===== src/rtl/sd_spi_engine_if.sv =====
// Register bus between a host and sd_spi_engine: 3-bit select, one-cycle strobes, 16-bit data.
interface sd_spi_engine_if;
  logic [2:0]  BUS_ADDR;
  logic        BUS_WR;
  logic        BUS_RD;
  logic [15:0] BUS_WDATA;
  logic [15:0] BUS_RDATA;

  modport master (output BUS_ADDR, BUS_WR, BUS_RD, BUS_WDATA, input BUS_RDATA);
  modport slave  (input BUS_ADDR, BUS_WR, BUS_RD, BUS_WDATA, output BUS_RDATA);
endinterface


===== src/rtl/sd_spi_engine.sv =====
// SD-card SPI mode-0 byte/burst engine with RX FIFO; SD_SPI_CRC16_EN adds a burst CRC16 at reg 4.
// Latency: BUSY one cycle after the CTRL strobe, byte = 16 half-periods of (DIV+1) cycles.
// Backpressure: a burst stalls at a byte boundary while the RX FIFO is full, resumes after a pop.
module sd_spi_engine #(
  parameter int DIV_W      = 8,
  parameter int FIFO_DEPTH = 16,
  parameter int BURST_W    = 10
) (
  input  logic           CLOCK_24,
  input  logic           nRESET,
  sd_spi_engine_if.slave bus,
  output logic           SPI_CLK,
  output logic           SPI_MOSI,
  input  logic           SPI_MISO,
  output logic           SPI_CS,
  output logic           BUSY
);
  localparam int AW = $clog2(FIFO_DEPTH);
  localparam logic [15:0] KEY_LOCK   = 16'h57F1;
  localparam logic [15:0] KEY_UNLOCK = 16'h741C;
  localparam logic [AW:0] LVL_FULL   = (AW+1)'(FIFO_DEPTH);
  localparam logic [AW:0] LVL_ALMOST = (AW+1)'(FIFO_DEPTH - 1);

  typedef enum logic [1:0] {IDLE, SHIFT, STALL} state_t;
  state_t state;

  logic               lock;
  logic [DIV_W-1:0]   div_q;
  logic [DIV_W-1:0]   div_cnt;
  logic [BURST_W-1:0] burst_q;
  logic [BURST_W-1:0] burst_rem;
  logic               burst_mode;
  logic [7:0]         tx_sr;
  logic [7:0]         rx_sr;
  logic [7:0]         rxlast;
  logic [2:0]         bit_cnt;
`ifdef SD_SPI_CRC16_EN
  logic [15:0]        crc;
`endif

  logic [7:0]  fifo_mem [FIFO_DEPTH];
  logic [AW-1:0] wr_ptr;
  logic [AW-1:0] rd_ptr;
  logic [AW:0]   level;
  logic          fifo_full;
  logic          fifo_empty;
  logic [7:0]    fifo_head;
  logic [7:0]    level8;

  logic cfg_ok, wr_ctrl, start_single, start_burst;
  logic half_end, byte_end, push, pop, full_after;

  assign fifo_full  = (level == LVL_FULL);
  assign fifo_empty = (level == '0);
  assign fifo_head  = fifo_empty ? 8'h00 : fifo_mem[rd_ptr];
  assign level8     = 8'(level);

  assign cfg_ok       = !lock && !BUSY;
  assign wr_ctrl      = bus.BUS_WR && (bus.BUS_ADDR == 3'd1) && cfg_ok;
  assign start_single = wr_ctrl && bus.BUS_WDATA[8];
  assign start_burst  = wr_ctrl && !bus.BUS_WDATA[8] && bus.BUS_WDATA[10] && (burst_q != '0);

  assign half_end   = (state == SHIFT) && (div_cnt == div_q);
  assign byte_end   = half_end && SPI_CLK && (bit_cnt == 3'd7);
  assign push       = byte_end && burst_mode;
  assign pop        = bus.BUS_RD && (bus.BUS_ADDR == 3'd3) && !fifo_empty;
  // push never coincides with a full FIFO, so only a same-cycle pop can keep room
  assign full_after = (level == LVL_ALMOST) && !pop;

  always_comb begin
    bus.BUS_RDATA = '0;
    case (bus.BUS_ADDR)
      3'd0: bus.BUS_RDATA[0] = lock;
      3'd1: bus.BUS_RDATA = {fifo_full, fifo_empty, 5'b0, BUSY, rxlast};
      3'd2: bus.BUS_RDATA[DIV_W-1:0] = div_q;
      3'd3: bus.BUS_RDATA = {level8, fifo_head};
`ifdef SD_SPI_CRC16_EN
      3'd4: bus.BUS_RDATA = crc;
`endif
      default: ;
    endcase
  end

  always_ff @(posedge CLOCK_24) begin
    if (push)
      fifo_mem[wr_ptr] <= rx_sr;
  end

  always_ff @(posedge CLOCK_24 or negedge nRESET) begin
    if (!nRESET) begin
      wr_ptr <= '0;
      rd_ptr <= '0;
      level  <= '0;
    end else begin
      if (push) wr_ptr <= wr_ptr + AW'(1);
      if (pop)  rd_ptr <= rd_ptr + AW'(1);
      case ({push, pop})
        2'b10:   level <= level + (AW+1)'(1);
        2'b01:   level <= level - (AW+1)'(1);
        default: ;
      endcase
    end
  end

  always_ff @(posedge CLOCK_24 or negedge nRESET) begin
    if (!nRESET) begin
      state      <= IDLE;
      lock       <= 1'b1;
      SPI_CS     <= 1'b1;
      SPI_CLK    <= 1'b0;
      SPI_MOSI   <= 1'b1;
      BUSY       <= 1'b0;
      div_q      <= '1;
      div_cnt    <= '0;
      burst_q    <= '0;
      burst_rem  <= '0;
      burst_mode <= 1'b0;
      tx_sr      <= 8'hFF;
      rx_sr      <= 8'h00;
      rxlast     <= 8'h00;
      bit_cnt    <= 3'd0;
`ifdef SD_SPI_CRC16_EN
      crc        <= 16'h0000;
`endif
    end else begin
      if (bus.BUS_WR && (bus.BUS_ADDR == 3'd0)) begin
        if (bus.BUS_WDATA == KEY_LOCK)
          lock <= 1'b1;
        else if (bus.BUS_WDATA == KEY_UNLOCK)
          lock <= 1'b0;
      end
      if (bus.BUS_WR && cfg_ok) begin
        case (bus.BUS_ADDR)
          3'd1:    SPI_CS  <= bus.BUS_WDATA[9];
          3'd2:    div_q   <= bus.BUS_WDATA[DIV_W-1:0];
          3'd3:    burst_q <= bus.BUS_WDATA[BURST_W-1:0];
          default: ;
        endcase
      end

      case (state)
        IDLE: begin
          div_cnt <= '0;
          bit_cnt <= 3'd0;
          if (start_single) begin
            state      <= SHIFT;
            BUSY       <= 1'b1;
            burst_mode <= 1'b0;
            tx_sr      <= bus.BUS_WDATA[7:0];
            SPI_MOSI   <= bus.BUS_WDATA[7];
          end else if (start_burst) begin
            // a FIFO left full by an earlier burst must drain before any byte is clocked
            state      <= fifo_full ? STALL : SHIFT;
            BUSY       <= 1'b1;
            burst_mode <= 1'b1;
            burst_rem  <= burst_q;
            tx_sr      <= 8'hFF;
            SPI_MOSI   <= 1'b1;
`ifdef SD_SPI_CRC16_EN
            crc        <= 16'h0000;
`endif
          end
        end

        SHIFT: begin
          if (!half_end) begin
            div_cnt <= div_cnt + DIV_W'(1);
          end else begin
            div_cnt <= '0;
            if (!SPI_CLK) begin
              SPI_CLK <= 1'b1;
              rx_sr   <= {rx_sr[6:0], SPI_MISO};
`ifdef SD_SPI_CRC16_EN
              if (burst_mode)
                crc <= {crc[14:0], 1'b0} ^ ((crc[15] ^ SPI_MISO) ? 16'h1021 : 16'h0000);
`endif
            end else begin
              SPI_CLK <= 1'b0;
              if (!byte_end) begin
                bit_cnt  <= bit_cnt + 3'd1;
                tx_sr    <= {tx_sr[6:0], 1'b1};
                SPI_MOSI <= tx_sr[6];
              end else begin
                rxlast   <= rx_sr;
                bit_cnt  <= 3'd0;
                tx_sr    <= 8'hFF;
                SPI_MOSI <= 1'b1;
                if (!burst_mode || (burst_rem == BURST_W'(1))) begin
                  state <= IDLE;
                  BUSY  <= 1'b0;
                end else begin
                  burst_rem <= burst_rem - BURST_W'(1);
                  if (full_after)
                    state <= STALL;
                end
              end
            end
          end
        end

        STALL: begin
          SPI_CLK  <= 1'b0;
          SPI_MOSI <= 1'b1;
          div_cnt  <= '0;
          bit_cnt  <= 3'd0;
          if (!fifo_full)
            state <= SHIFT;
        end

        default: state <= IDLE;
      endcase
    end
  end
endmodule


===== src/flat_wrapper.sv =====
// flat-port wrapper written by rule: the top's interface ports become plain ports
module sd_spi_engine_flat 
#(
  parameter int DIV_W      = 8,
  parameter int FIFO_DEPTH = 16,
  parameter int BURST_W    = 10
)
  (CLOCK_24, nRESET, SPI_CLK, SPI_MOSI, SPI_MISO, SPI_CS, BUSY, bus_BUS_ADDR, bus_BUS_WR, bus_BUS_RD, bus_BUS_WDATA, bus_BUS_RDATA);
  sd_spi_engine_if bus_i ();
  input  logic CLOCK_24;
  input  logic nRESET;
  output logic SPI_CLK;
  output logic SPI_MOSI;
  input  logic SPI_MISO;
  output logic SPI_CS;
  output logic BUSY;
  input wire logic [$bits(bus_i.BUS_ADDR)-1:0] bus_BUS_ADDR;
  input wire logic [$bits(bus_i.BUS_WR)-1:0] bus_BUS_WR;
  input wire logic [$bits(bus_i.BUS_RD)-1:0] bus_BUS_RD;
  input wire logic [$bits(bus_i.BUS_WDATA)-1:0] bus_BUS_WDATA;
  output wire logic [$bits(bus_i.BUS_RDATA)-1:0] bus_BUS_RDATA;
  assign bus_i.BUS_ADDR = bus_BUS_ADDR;
  assign bus_i.BUS_WR = bus_BUS_WR;
  assign bus_i.BUS_RD = bus_BUS_RD;
  assign bus_i.BUS_WDATA = bus_BUS_WDATA;
  assign bus_BUS_RDATA = bus_i.BUS_RDATA;
  sd_spi_engine #(.DIV_W(DIV_W), .FIFO_DEPTH(FIFO_DEPTH), .BURST_W(BURST_W)) u_core (.CLOCK_24(CLOCK_24), .nRESET(nRESET), .bus(bus_i), .SPI_CLK(SPI_CLK), .SPI_MOSI(SPI_MOSI), .SPI_MISO(SPI_MISO), .SPI_CS(SPI_CS), .BUSY(BUSY));
endmodule

===== config.mk =====
export PLATFORM = sky130hd
export DESIGN_NAME = sd_spi_engine_flat
export DESIGN_NICKNAME = d
export VERILOG_FILES = /design/src/rtl/sd_spi_engine_if.sv /design/src/rtl/sd_spi_engine.sv /design/src/flat_wrapper.sv
export SDC_FILE = /design/constraint.sdc
export NUM_CORES = 1
export LEC_CHECK = 0
export CORE_UTILIZATION = 47
export CTS_CLUSTER_DIAMETER = 200
export DETAILED_ROUTE_END_ITERATION = 10
export PLACE_DENSITY_LB_ADDON = 0.2
export SLEW_MARGIN = 20
export SYNTH_ARGS = -nofsm -noshare
export SYNTH_HDL_FRONTEND = slang
export SYNTH_SLANG_ARGS = --single-unit
export TNS_END_PERCENT = 10

===== constraint.sdc =====
create_clock -name CLOCK_24 -period 3.8 [get_ports CLOCK_24]
set_input_delay 0.76 -clock CLOCK_24 [delete_from_list [all_inputs] [get_ports CLOCK_24]]
set_output_delay 0.76 -clock CLOCK_24 [all_outputs]
set_load 0.02 [all_outputs]

Word-level counts from Yosys, hierarchy flattened
Memory sizes are Yosys's and may differ from the RTL's.
Index checks and enable logic that the tools add are counted.

storage, ports and cells
  register bits = 83
  latch bits = 0
  memory bits (writable) = 128
  bits in read-only memories = 0
  output and inout port bits = 20
  logic and storage cells = 154
  memories = 1

cells by class
  add/sub/neg operators = 7
  multiply operators = 0
  divide/modulo/power cells = 0
  order comparisons = 0
  equal/unequal tests = 24
  shifts and indexed selects = 0
  muxes and demuxes = 54
  bitwise gates (word level) = 1
  reductions and logical operators = 49

memory list
  name             depth  width  rd ports  clocked after memory_dff  write ports  line                 text
  u_core.fifo_mem  16     8      1         0                         1            sd_spi_engine.sv:41  logic [7:0] fifo_mem [FIFO_DEPTH];

operators by type and width
  cell                                                                  count
  10-bit two-way mux                                                    6
  7-bit two-way mux                                                     5
  16-bit by 15-bit == test with 1-bit output, second input constant     2
  8-bit one-hot mux with 2 select lines                                 2
  7-bit one-hot mux with 3 select lines                                 1
  10-bit one-hot mux with 2 select lines                                1
  2-bit two-way mux                                                     9
  1-bit two-way mux                                                     17
  1-bit logical AND                                                     16
  8-bit two-way mux                                                     2
  7-bit one-hot mux with 2 select lines                                 1
  2-bit AND reduction                                                   6
  4-bit AND reduction                                                   3
  6-bit AND reduction                                                   2
  2-bit nonzero test                                                    6
  10-bit by 1-bit == test with 1-bit output, second input constant      1
  5-bit one-hot mux with 2 select lines                                 1
  10-bit nonzero test                                                   1
  10-bit by 1-bit subtractor with 10-bit output, second input constant  1
  3-bit two-way mux                                                     3
  4-bit by 1-bit adder with 4-bit output, second input constant         2
  8-bit by 1-bit adder with 8-bit output, second input constant         1
  8-bit == test                                                         1
  2-bit by 1-bit != test with 1-bit output, second input constant       4
  other kinds (28)                                                      41

Depth between registers and ports, before layout
Gate-level depths: netlist of the first run.

  depth after elaboration = 11
  mapped depth = 16
  mapped depth without buffers = 14

Least setup slack after synthesis of the first run
No wires, ideal clock.

  path type = register to register
  start point = reg u_core.state[1]
  end point = reg u_core.level[4]
  setup time = 0.123 ns
  arrival time = 3.172 ns
  data required time = 3.677 ns
  slack = 0.504 ns
  cell stages (with the launch flop) = 17
  period minus slack after synthesis = 3.296 ns
  cell sequence = dfrtp_1 > inv_1 > ha_1 > inv_1 > nor4_1 > nand2_1 > clkbuf_1 > ha_1 > clkbuf_1 > xor2_1 > ha_1 > a21o_1 > nand2_1 > a21oi_1 > a221oi_1 > nor2_1 > xnor2_1

between the ends
  cells in the longest elaborated chain, start to end = 7
  elaborated cells between the ends (all ways) = 9
  classes of those cells = eq/ne: 3; mux: 1; reduce/logical: 5

ends and longest elaborated chain
  element                                                                             line                  text
  from (decl)                                                                         sd_spi_engine.sv:25   state_t state;
  from (signal assigned)                                                              sd_spi_engine.sv:153  state <= fifo_full ? STALL : SHIFT;
  2-bit by 1-bit == test with 1-bit output *                                          sd_spi_engine.sv:63   assign half_end = (state == SHIFT) && (div_cnt == div_q);
  1-bit logical AND *                                                                 sd_spi_engine.sv:63
  1-bit logical AND * (2 in a row)                                                    sd_spi_engine.sv:64   assign byte_end = half_end && SPI_CLK && (bit_cnt == 3'd7);
  1-bit logical AND *                                                                 sd_spi_engine.sv:65   assign push = byte_end && burst_mode;
  2-bit by 1-bit == test with 1-bit output / 2-bit == test (equally long branches)    sd_spi_engine.sv:97   case ({push, pop})
  5-bit one-hot mux with 2 select lines / 2-bit nonzero test (equally long branches)  n/a
  to (signal assigned)                                                                sd_spi_engine.sv:98   2'b10: level <= level + (AW+1)'(1);
  to (signal assigned)                                                                sd_spi_engine.sv:99   2'b01: level <= level - (AW+1)'(1);
  to (decl)                                                                           sd_spi_engine.sv:44   logic [AW:0] level;

Every way passes the cells marked *; elsewhere a longest branch is shown, timed or not.
A chain may end at the register's enable or synchronous reset.

Worst setup path after layout of the first run
  start point = reg u_core.rd_ptr[0]
  end point = out bus_BUS_RDATA[0]

between the ends
  cells in the longest elaborated chain, start to end = 3

ends and longest elaborated chain
  element                                line                 text
  from (decl)                            sd_spi_engine.sv:43  logic [AW-1:0] rd_ptr;
  from (signal assigned)                 sd_spi_engine.sv:96  if (pop) rd_ptr <= rd_ptr + AW'(1);
  memory read 16 x 8 bit                 n/a
  8-bit two-way mux                      sd_spi_engine.sv:55  assign fifo_head = fifo_empty ? 8'h00 : fifo_mem[rd_ptr];
  1-bit one-hot mux with 4 select lines  sd_spi_engine.sv:72  case (bus.BUS_ADDR)
  to (decl)                              flat_wrapper.sv:21   output wire logic [$bits(bus_i.BUS_RDATA)-1:0] bus_BUS_RDATA;

Every way passes these cells.

==> results of run 1 <==
[cell families after synthesis]
| group | synth area share |
|---|---|
| xor gates and xnor gates | 0.02429 |
| DFF | 0.6169 |
| adders and majority gates | 0.02338 |
| and+or+nand+nor | 0.09376 |
| buffers and inverters | 0.02779 |
| AOI/OAI and AO/OA | 0.06039 |
| other | 0.0003892 |
| muxes | 0.1531 |
[worst register-to-register path, cell delays in order, from the launching register on]
cell	delay, ns
dfstp_2	0.61
xnor2_4	0.15
nand4_1	0.12
nor4_1	0.29
buf_4	0.21
nand2_1	0.09
ha_1	0.25
xor2_1	0.15
ha_1	0.24
a21o_1	0.19
nand2_1	0.06
a21oi_1	0.06
a221oi_1	0.21
nor2_1	0.10
xnor2_1	0.13
[placed cells by master, fill, tap and decap left out, types with 6 or more instances in the layout]
cell type,instances
xor2_1,6
nor3b_1,7
mux4_2,40
dfstp_2,18
nor2_1,37
inv_1,39
clkbuf_16,23
dfrtp_1,64
mux2_2,39
o21ai_0,19
nand4_1,9
ha_1,18
mux2i_1,12
buf_4,29
clkdlybuf4s50_1,40
nor3_1,7
edfxtp_1,128
a21oi_1,13
nand2_1,24
o22ai_1,7
nand3_1,11
xnor2_1,12
nor4_1,18
a22oi_1,8
[how the worst max path moves through the flow]
stage	from	endpoint	slack [ns]
finish	u_core.rd_ptr[0]	bus_BUS_RDATA[0]	0.11
CTS	u_core.rd_ptr[0]	bus_BUS_RDATA[0]	0.02
floorplan	u_core.state[1]	u_core.level[4]	0.50
global route	bus_BUS_ADDR[1]	bus_BUS_RDATA[1]	0.02
global placement	bus_BUS_ADDR[1]	bus_BUS_RDATA[6]	0.24
detailed placement	bus_BUS_ADDR[1]	bus_BUS_RDATA[1]	0.1
[registers in the layout, indices dropped and copies added (netlist names), 2 cells and up]
name and flops:
u_core.rd_ptr 4, u_core.state 2, u_core.div_cnt 8, u_core.rxlast 8, u_core.bit_cnt 3, u_core.level 5, u_core.div_q 8, u_core.burst_q 10
u_core.burst_rem 10, u_core.wr_ptr 4, u_core.tx_sr 7, u_core.fifo_mem 128, u_core.rx_sr 8
[report_power, final]
group	total (mW)	switching, mW	internal (mW)
clock network	2.28	0.889	1.39
logic	1.90	0.965	0.933
registers	3.24	0.441	2.80
total	7.42	2.29	5.12
[layer usage]
metal	wire, um	up-vias
li1	-	2624
met1	10100	3064
met2	10260	173
met3	1190	37
met4	539	2
met5	13	-
[layout make-up]
| class | instances | area [um2] | area share |
|---|---|---|---|
| repair buffers | 72 | 670.6 | 0.05931 |
| clock buffers | 28 | 594.3 | 0.05256 |
| flip-flops and latches | 211 | 5944 | 0.5257 |
| inverters | 39 | 146.4 | 0.01295 |
| well taps | 270 | 337.8 | 0.02988 |
| multi-input cells | 368 | 3435 | 0.3038 |
| clock inverters | 14 | 178.9 | 0.01582 |
[stage by stage]
step / power, mW / utilization / instance area [um2]
6_report: 7.418 / 0.5606 / 11310
2_1_floorplan: 4.507 / - / 9634
3_3_place_gp: 5.096 / 0.5210 / 10510
4_1_cts: 7.462 / 0.5597 / 11290
5_1_grt: 7.764 / 0.5606 / 11310
3_5_place_dp: 5.162 / 0.5210 / 10510
[timing repair]
item / 4_1_cts / 5_1_grt
gates resized for setup: 2 / 3
pin swaps: 0 / 0
hold endpoints to repair: 0 / 0
hold buffers: 0 / 0
endpoints found under the setup margin: 5 / 5
==> impl_metrics.env, run 1 <==
export IMPL_status="complete, no violations"
export IMPL_fp_row_count=52
export IMPL_gp_congestion=0.8585
export IMPL_fin_crit_sh=0.9704
export IMPL_cp_top_family="multiplexers"
export IMPL_max_stage_delay_ns=0.55
export IMPL_max_freq_mhz=271.2
export IMPL_r2r_setup_slack_ns=0.83
export IMPL_postRouteAntennaNets=0
export IMPL_tritoncts="done"
export IMPL_dp_cells=960
export IMPL_period_minus_slack_ns=3.687
export IMPL_grtUsageMet1=0.3248
export IMPL_grt_util_met3=0.03270
export IMPL_cp_depth=6
export IMPL_die_y_um=145.2
export IMPL_clk_pin_slew_ns=0.06
export IMPL_vias=5900
export IMPL_synth_cells=643
export IMPL_initial_core_util=0.4777
export IMPL_yosysUniqueCellTypes=68
export IMPL_ctsLongestPathBuffers=3
export IMPL_drive_above_1_share=0.2555
export IMPL_port_buffers=42
export IMPL_viasPerCell=5.888
export IMPL_maxCapViolations=0
export IMPL_dieArea_um2=21070
export IMPL_cts_max_level=1
export IMPL_drtIter0Drc=429
export IMPL_leakage_nw=4.238
export IMPL_startpoint_type="flip-flop"
export IMPL_cts_setup_buffers=0
export IMPL_use_met2=0.3298
export IMPL_finalHoldViolations=0
export IMPL_wl_per_cell_um=22.06
export IMPL_irDropWorstVdd_mv=0.3020
export IMPL_top_usage_layer="met2"
export IMPL_synth_seq_cells=211
export IMPL_synth_area_um2=9634
export IMPL_r2r_end="u_core.level[4]"
export IMPL_grt_pass1_vias=5908
export IMPL_yosysSeqAreaShare=0.6169
export IMPL_worst_hold_slack_ns=0.2495
export IMPL_layoutNonFillerInstCount=1002
export IMPL_worstRegToRegCells=14
export IMPL_antenna_found_initial=1
export IMPL_cts_made_buffers=23
export IMPL_grt_overflow_total=0
export IMPL_cts_sinks=211
export IMPL_core_area_um2=20170
export IMPL_layout_nets=757
export IMPL_yosysWarnings=0
export IMPL_critPathArrivalTime_ns=2.93
export IMPL_area_growth_pct=17.36
export IMPL_synthTopCellsByCount="128 x edfxtp_1, 65 x dfrtp_1, 40 x mux4_2, 39 x inv_1, 39 x mux2_2"
export IMPL_syn_nets=685
export IMPL_clock_skew_final_ns=0.01836
export IMPL_fin_setup_tns_ns=0
export IMPL_synth_edf_count=128
export IMPL_yosysTopAreaCellShare=0.3990
export IMPL_dp_hpwl_mm=15.09
export IMPL_hold_class="in -> async"
export IMPL_end_kind="primary output"
export IMPL_post_synth_top_count_cell="edfxtp_1"
export IMPL_n_antenna_cell=0
export IMPL_crit_fanout=16
export IMPL_place_ws_ns=0.09928
export IMPL_tightest_slew_ns=0.7653
export IMPL_io_pin_count=44
export IMPL_ys_flop_type="edfxtp_1"
export IMPL_die_w_um=145.2
export IMPL_worst_slack_ns=0.1125
export IMPL_power_density_nw_per_um2=656.1
export IMPL_setup_viol=0
export IMPL_route_detailed_drc=0
export IMPL_path_buf_inv=3
export IMPL_rsz0062_at_grt="false"
export IMPL_reg2reg_from="u_core.div_q[3]"
export IMPL_clock_latency_ns=0.52
export IMPL_cpMostUsedCell="mux4_2"
export IMPL_track_usage=0.2176
export IMPL_crit_slowest_cell="mux4_2"
export IMPL_cts_root_buf="clkbuf_16"
export IMPL_avgSynthCellArea_um2=14.98
export IMPL_synth_area_leaders="edfxtp_1 40%, dfrtp_1 17%, mux4_2 9.4%"
export IMPL_routed_wl_mm=22.10
export IMPL_crit_chain="buf_12 -> mux4_2 -> mux4_2 -> inv_1 -> o22ai_1 -> clkdlybuf4s50_1"
export IMPL_yosysTopAreaCell="edfxtp_1"
export IMPL_crit_type="reg -> out"
export IMPL_grt_pass1_wl_mm=34.93
export IMPL_required_ns=3.04
export IMPL_finalMaxSlewViolations=0
export IMPL_grt_max_degree=46
export IMPL_num_fill_cells=1608
export IMPL_synth_async_sr_flop_share=0.3934
export IMPL_dr_pass1_iters=8
export IMPL_relSlewSlack=0.4859
No activity file was read; power rests on OpenSTA's default activity.
==> run 2, diff against run 1 <==
--- a/config.mk
+++ b/config.mk
@@ -5,10 +5,13 @@
 export SDC_FILE = /design/constraint.sdc
 export NUM_CORES = 1
 export LEC_CHECK = 0
+export CAP_MARGIN = 25
 export CORE_UTILIZATION = 47
 export CTS_CLUSTER_DIAMETER = 200
+export CTS_CLUSTER_SIZE = 20
 export DETAILED_ROUTE_END_ITERATION = 10
 export PLACE_DENSITY_LB_ADDON = 0.2
+export REMOVE_ABC_BUFFERS = 1
 export SLEW_MARGIN = 20
 export SYNTH_ARGS = -nofsm -noshare
 export SYNTH_HDL_FRONTEND = slang
==> run 2 against run 1 <==
Compared with the run above: worst setup slack got worse by 0.051 ns; final cell count down 1.7%; final area fell by 3.2%; clock-buffer cell count fell by 6; global-route usage is 0.87 points lower; first-iteration DRC count up 19%; maximum frequency decreased by 1.4%; combinational power is essentially flat; worst hold slack improved by 0.034 ns; die area stayed put; largest cell class unchanged.
==> impl_metrics.env, run 2 (synthesis results as in run 1) <==
export IMPL_status="complete, no violations"
export IMPL_fin_crit_sh=0.9839
export IMPL_grt_overflow_total=0
export IMPL_final_common_cell="edfxtp_1"
export IMPL_reg2reg_from="u_core.div_q[0]"
export IMPL_die_y_um=145.2
export IMPL_ctsLongestPathBuffers=3
export IMPL_track_usage=0.2089
export IMPL_n_antenna_cell=0
export IMPL_cp_endpoint="bus_BUS_RDATA[0]"
export IMPL_antenna_found_initial=2
export IMPL_clock_latency_ns=0.48
export IMPL_largest_reg_flops=128
export IMPL_critPathLaunch="u_core.rd_ptr[0]"
export IMPL_r2r_end="u_core.level[4]"
export IMPL_finish_instance_area_um2=10950
export IMPL_max_freq_mhz=267.5
export IMPL_vias=5717
export IMPL_leakage_nw=4.123
export IMPL_cts_made_buffers=14
export IMPL_drive_above_1_share=0.2392
export IMPL_grt_max_degree=76
export IMPL_finalHoldViolations=0
export IMPL_rsz0062_at_grt="true"
export IMPL_clk_pin_slew_ns=0.09
export IMPL_tightest_slew_ns=0.8566
export IMPL_power_density_nw_per_um2=607.1
export IMPL_r2r_setup_slack_ns=0.68
export IMPL_required_ns=3.04
export IMPL_postRouteAntennaNets=0
export IMPL_finalMaxSlewViolations=0
export IMPL_crit_fanout=8
export IMPL_hold_class="in -> async"
export IMPL_core_area_um2=20170
export IMPL_period_minus_slack_ns=3.739
export IMPL_gp_congestion=0.8556
export IMPL_drtIter0Drc=509
export IMPL_hold_buffers=0
export IMPL_dpl_cell_area_um2=10490
export IMPL_dr_pass1_iters=4
export IMPL_crit_type="reg -> out"
export IMPL_wl_per_cell_um=21.91
export IMPL_route_detailed_drc=0
export IMPL_clock_skew_final_ns=0.01652
export IMPL_tritoncts="done"
export IMPL_grt_pass1_wl_mm=33.75
export IMPL_routed_wl_mm=21.58
export IMPL_layout_cells_most_common_list="128 x edfxtp_1, 64 x dfrtp_1, 40 x mux4_2"
export IMPL_relSlewSlack=0.4240
export IMPL_cts_sinks=211
export IMPL_irDropWorstVdd_mv=0.2436
export IMPL_top_regs="u_core.fifo_mem (128), u_core.burst_q (10), u_core.burst_rem (10)"
export IMPL_initial_core_util=0.4777
export IMPL_critPathArrivalTime_ns=2.98
export IMPL_dp_hpwl_mm=15.22
export IMPL_cts_max_level=1
export IMPL_setup_viol=0
export IMPL_dieArea_um2=21070
export IMPL_end_kind="primary output"
export IMPL_maxCapViolations=0
export IMPL_cts_root_buf="clkbuf_16"
export IMPL_die_w_um=145.2
export IMPL_worstRegToRegCells=14
export IMPL_regMostFlops="u_core.fifo_mem"
export IMPL_io_pin_count=44
export IMPL_startpoint_type="flip-flop"
export IMPL_fp_row_count=52
export IMPL_layout_nets=749
export IMPL_num_fill_cells=1599
export IMPL_port_buffers=42
export IMPL_final_util=0.5427
export IMPL_grt_pass1_vias=5810
export IMPL_worst_hold_slack_ns=0.2831
export IMPL_viasPerCell=5.804
export IMPL_area_growth_pct=13.61
-- run 2: cell types whose count changed in the layout (fill, tap and decap cells not counted), sizes merged --
cell,previous run,this run
clkbuf,28,23
bufinv,4,0
clkinv,9,1
dlymetal6s2s,1,5
clkdlybuf4s50,40,36
-- run 2: report_power, final --
| part | internal (mW) | switching, mW |
|---|---|---|
| Combinational | 0.955 | 0.953 |
| Clock | 0.708 | 0.757 |
| Sequential | 2.80 | 0.475 |
-- run 2: layout make-up --
| class | instances | area (um2) | area share |
|---|---|---|---|
| clock inverters | 2 | 27.53 | 0.002515 |
| clock buffers | 22 | 380.4 | 0.03475 |
| multi-input cells | 368 | 3423 | 0.3128 |
| flip-flops and latches | 211 | 5947 | 0.5433 |
| well taps | 270 | 337.8 | 0.03086 |
| inverters | 39 | 146.4 | 0.01337 |
| repair buffers | 73 | 683.2 | 0.06241 |
-- run 2: worst min-delay path by stage --
stage / start / slack, ns / cells after the start / end
2_1_floorplan: u_core.tx_sr[6] / 0.44 / 2 / u_core.tx_sr[6]
3_3_place_gp: u_core.tx_sr[5] / 0.45 / 2 / u_core.tx_sr[5]
3_5_place_dp: u_core.tx_sr[3] / 0.46 / 2 / u_core.tx_sr[3]
4_1_cts: u_core.tx_sr[3] / 0.47 / 2 / u_core.tx_sr[3]
5_1_grt: nRESET / 0.35 / 1 / u_core.div_cnt[5]
6_report: nRESET / 0.28 / 1 / u_core.div_cnt[6]
-- run 2: layer usage --
| layer | wire length [um] | track usage | part of all wire | vias to the layer above |
|---|---|---|---|---|
| met5 | 34 | 0 | 0.0016 | - |
| met4 | 325 | 0.04895 | 0.015 | 2 |
| met3 | 947 | 0.02862 | 0.044 | 26 |
| met2 | 10360 | 0.3341 | 0.48 | 129 |
| met1 | 9906 | 0.3043 | 0.46 | 2970 |
| li1 | - | - | - | 2590 |
-- run 2: through the flow --
stage / setup TNS [ns] / total power [mW] / setup WS, ns / std cells
2_1_floorplan: 0 / 4.448 / 0.2411 / 618
3_3_place_gp: 0 / 5.127 / 0.2735 / 957
3_5_place_dp: 0 / 5.207 / 0.1230 / 957
4_1_cts: 0 / 6.683 / 0.02064 / 984
5_1_grt: -0.001112 / 6.957 / -0.001112 / 985
6_report: 0 / 6.645 / 0.06120 / 985
-- run 2: critical path, stage by stage (launching register included) --
cell and delay [ns]:
dfrtp_4 0.53, buf_4 0.19, mux4_2 0.54, mux4_2 0.48
inv_1 0.11, o22ai_1 0.08, clkdlybuf4s50_1 0.56
-- run 2: what timing repair did --
| item | 4_1_cts | 5_1_grt |
|---|---|---|
| buffers inserted | 3 | 0 |
| gates resized for setup | 1 | 6 |
| setup endpoints to repair | 8 | 5 |
==> RTL change (flow settings as in run 1) <==
`DIV_W` is set to 8 in 2 places; all go to 10.
--- a/src/rtl/sd_spi_engine.sv
+++ b/src/rtl/sd_spi_engine.sv
@@ -2,7 +2,7 @@
 // Latency: BUSY one cycle after the CTRL strobe, byte = 16 half-periods of (DIV+1) cycles.
 // Backpressure: a burst stalls at a byte boundary while the RX FIFO is full, resumes after a pop.
 module sd_spi_engine #(
-  parameter int DIV_W      = 8,
+  parameter int DIV_W      = 10,
   parameter int FIFO_DEPTH = 16,
   parameter int BURST_W    = 10
 ) (
--- a/src/flat_wrapper.sv
+++ b/src/flat_wrapper.sv
@@ -1,7 +1,7 @@
 // flat-port wrapper written by rule: the top's interface ports become plain ports
 module sd_spi_engine_flat 
 #(
-  parameter int DIV_W      = 8,
+  parameter int DIV_W      = 10,
   parameter int FIFO_DEPTH = 16,
   parameter int BURST_W    = 10
 )
Formal check against the unedited RTL: not equivalent (Yosys sat finds a counterexample within 4 cycles, from zero or initial values and one cycle with nRESET low).
==> RTL change against run 1 <==
  * Core utilization rose by 0.38 points
  * Area after synthesis is 2.4% higher
  * Total power increased by 2.1%
  * First-iteration DRC count rose by 6.8%
  * Synthesized cell count is 6.5% higher
  * Combinational power rose by 6%
  * Setup slack improved by 0.26 ns
  * Sequential cell count increased by 4
  * Final area is 2.0% higher
  * Via count rose by 2.7%
  * Sequential share of layout area down 0.13 points
  * Cell count increased by 3.2%
  * Routed wire length increased by 0.69%
==> RTL change: results (changes against run 1) <==
| Metric | Value |
|---|---|
| P_leak | `0.00452 µW (was 0.00424 µW)` |
| Synth warn | `0 (unchanged)` |
| TritonCTS Buffers | `24 (was 23)` |
| Synthesized Nets | `728 (was 685)` |
| Psw | `2340 µW (was 2290 µW)` |
| Critical Path Max Stage Delay | `0.52 ns (was 0.55 ns)` |
| Critical path peak fanout | `17 (was 16)` |
| Clock Skew | `0.0175 ns (was 0.0184 ns)` |
| Status | `completed (unchanged)` |
| Ys async rst share | `40.5% (was 39.3%)` |
| Distinct cells, synth | `69 (was 68)` |
| Reg2Reg Depth | `12 (was 14)` |
| R2R Setup Slk | `0.49 ns (was 0.83 ns)` |
| DR pass1 iterations | `5 (was 8)` |
| Initial antenna violation count | `0 (was 1)` |
| Sequential share of the synthesized area | `61.3% (was 61.7%)` |
| Peak supply drop | `0.343 mV (was 0.302 mV)` |
| Largest net degree at the start of global routing | `72 (was 46)` |
| GP Congestion | `0.848 (was 0.859)` |
| Layout cells sized above 1 | `23.2% (was 25.5%)` |
| Worst setup endpoint | `bus_BUS_RDATA[4] (was bus_BUS_RDATA[0])` |
| Actual transition at the worst max-transition pin | `0.958 ns (was 0.765 ns)` |
| Min Hold Slack | `0.380 ns (was 0.250 ns)` |
| Post-detail-place hpwl | `15.2 mm (was 15.1 mm)` |
| Final WL | `22.3 mm (was 22.1 mm)` |
| Max FFs per register | `128 (unchanged)` |
| Synth top cells by count | `128 x edfxtp_1, 67 x dfrtp_1, 50 x nand2_1, 44 x nor2_1, 40 x mux4_2 (was 128 x edfxtp_1, 65 x dfrtp_1, 40 x mux4_2, 39 x inv_1, 39 x mux2_2)` |
| FILL cells | `1654 (was 1608)` |
| Seq power | `3290 µW (was 3240 µW)` |
| Worst EP arrival | `2.67 ns (was 2.93 ns)` |
| Initial DRC count | `458 (was 429)` |
| Vias per cell | `5.86 (was 5.89)` |
| GR Util All Layers | `21.5% (was 21.8%)` |
[RTL change: cell types whose count changed after synthesis, sizes merged, moves of 7 or more]
cell / before / now
a31oi: 3 / 13
clkbuf: 14 / 22
inv: 39 / 27
nand2: 25 / 50
nor2: 37 / 44
nor4: 22 / 10
o32a: 0 / 10
xor2: 6 / 17
[RTL change: cell families after synthesis]
| kind of cell | synth area share [%] |
|---|---|
| flops | 61.3 |
| mux | 14.3 |
| simple gates | 10.3 |
| buf+inv | 2.54 |
| fa+ha+maj | 2.41 |
| xor+xnor | 2.40 |
| compound gates | 6.73 |
| other cells | 0.0380 |
[RTL change: metrics by stage]
stage	total power, µW	cells	utilization [%]	instance area, µm²	setup WS, ns
3_5_place_dp	5320	989	52.4	10700	-0.0230
3_3_place_gp	5250	989	52.4	10700	0.0806
5_1_grt	7940	1034	56.4	11500	0.277
4_1_cts	7650	1034	56.4	11500	0.00121
2_1_floorplan	4640	685	-	9870	0.386
6_report	7570	1034	56.4	11500	0.369
[RTL change: timing repair]
action,CTS,global route
endpoints found under the setup margin,8,8
gates resized for setup,1,8
gates cloned,1,0
[RTL change: layout make-up]
cell class	count	area share, %
clock buffer	28	5.51
clock inverter	16	1.31
inverter	27	0.879
multi-input combinational	409	31.0
sequential	215	52.4
tap	270	2.93
timing repair buffer	69	5.90
[RTL change: critical path: cells and delay by family (launching register included)]
family	cells	cell delay [ns]
multiplexers	2	0.99
AO/OA/AOI/OAI	1	0.08
flip-flops	1	0.40
buffers and inverters	3	0.66
[RTL change: routing by layer]
| layer | part of all wire [%] | global-route usage, % |
|---|---|---|
| met1 | 42 | 27.8 |
| met5 | 0 | 0 |
| met4 | 2.4 | 5.62 |
| met3 | 4.5 | 3.29 |
| met2 | 51 | 37.7 |
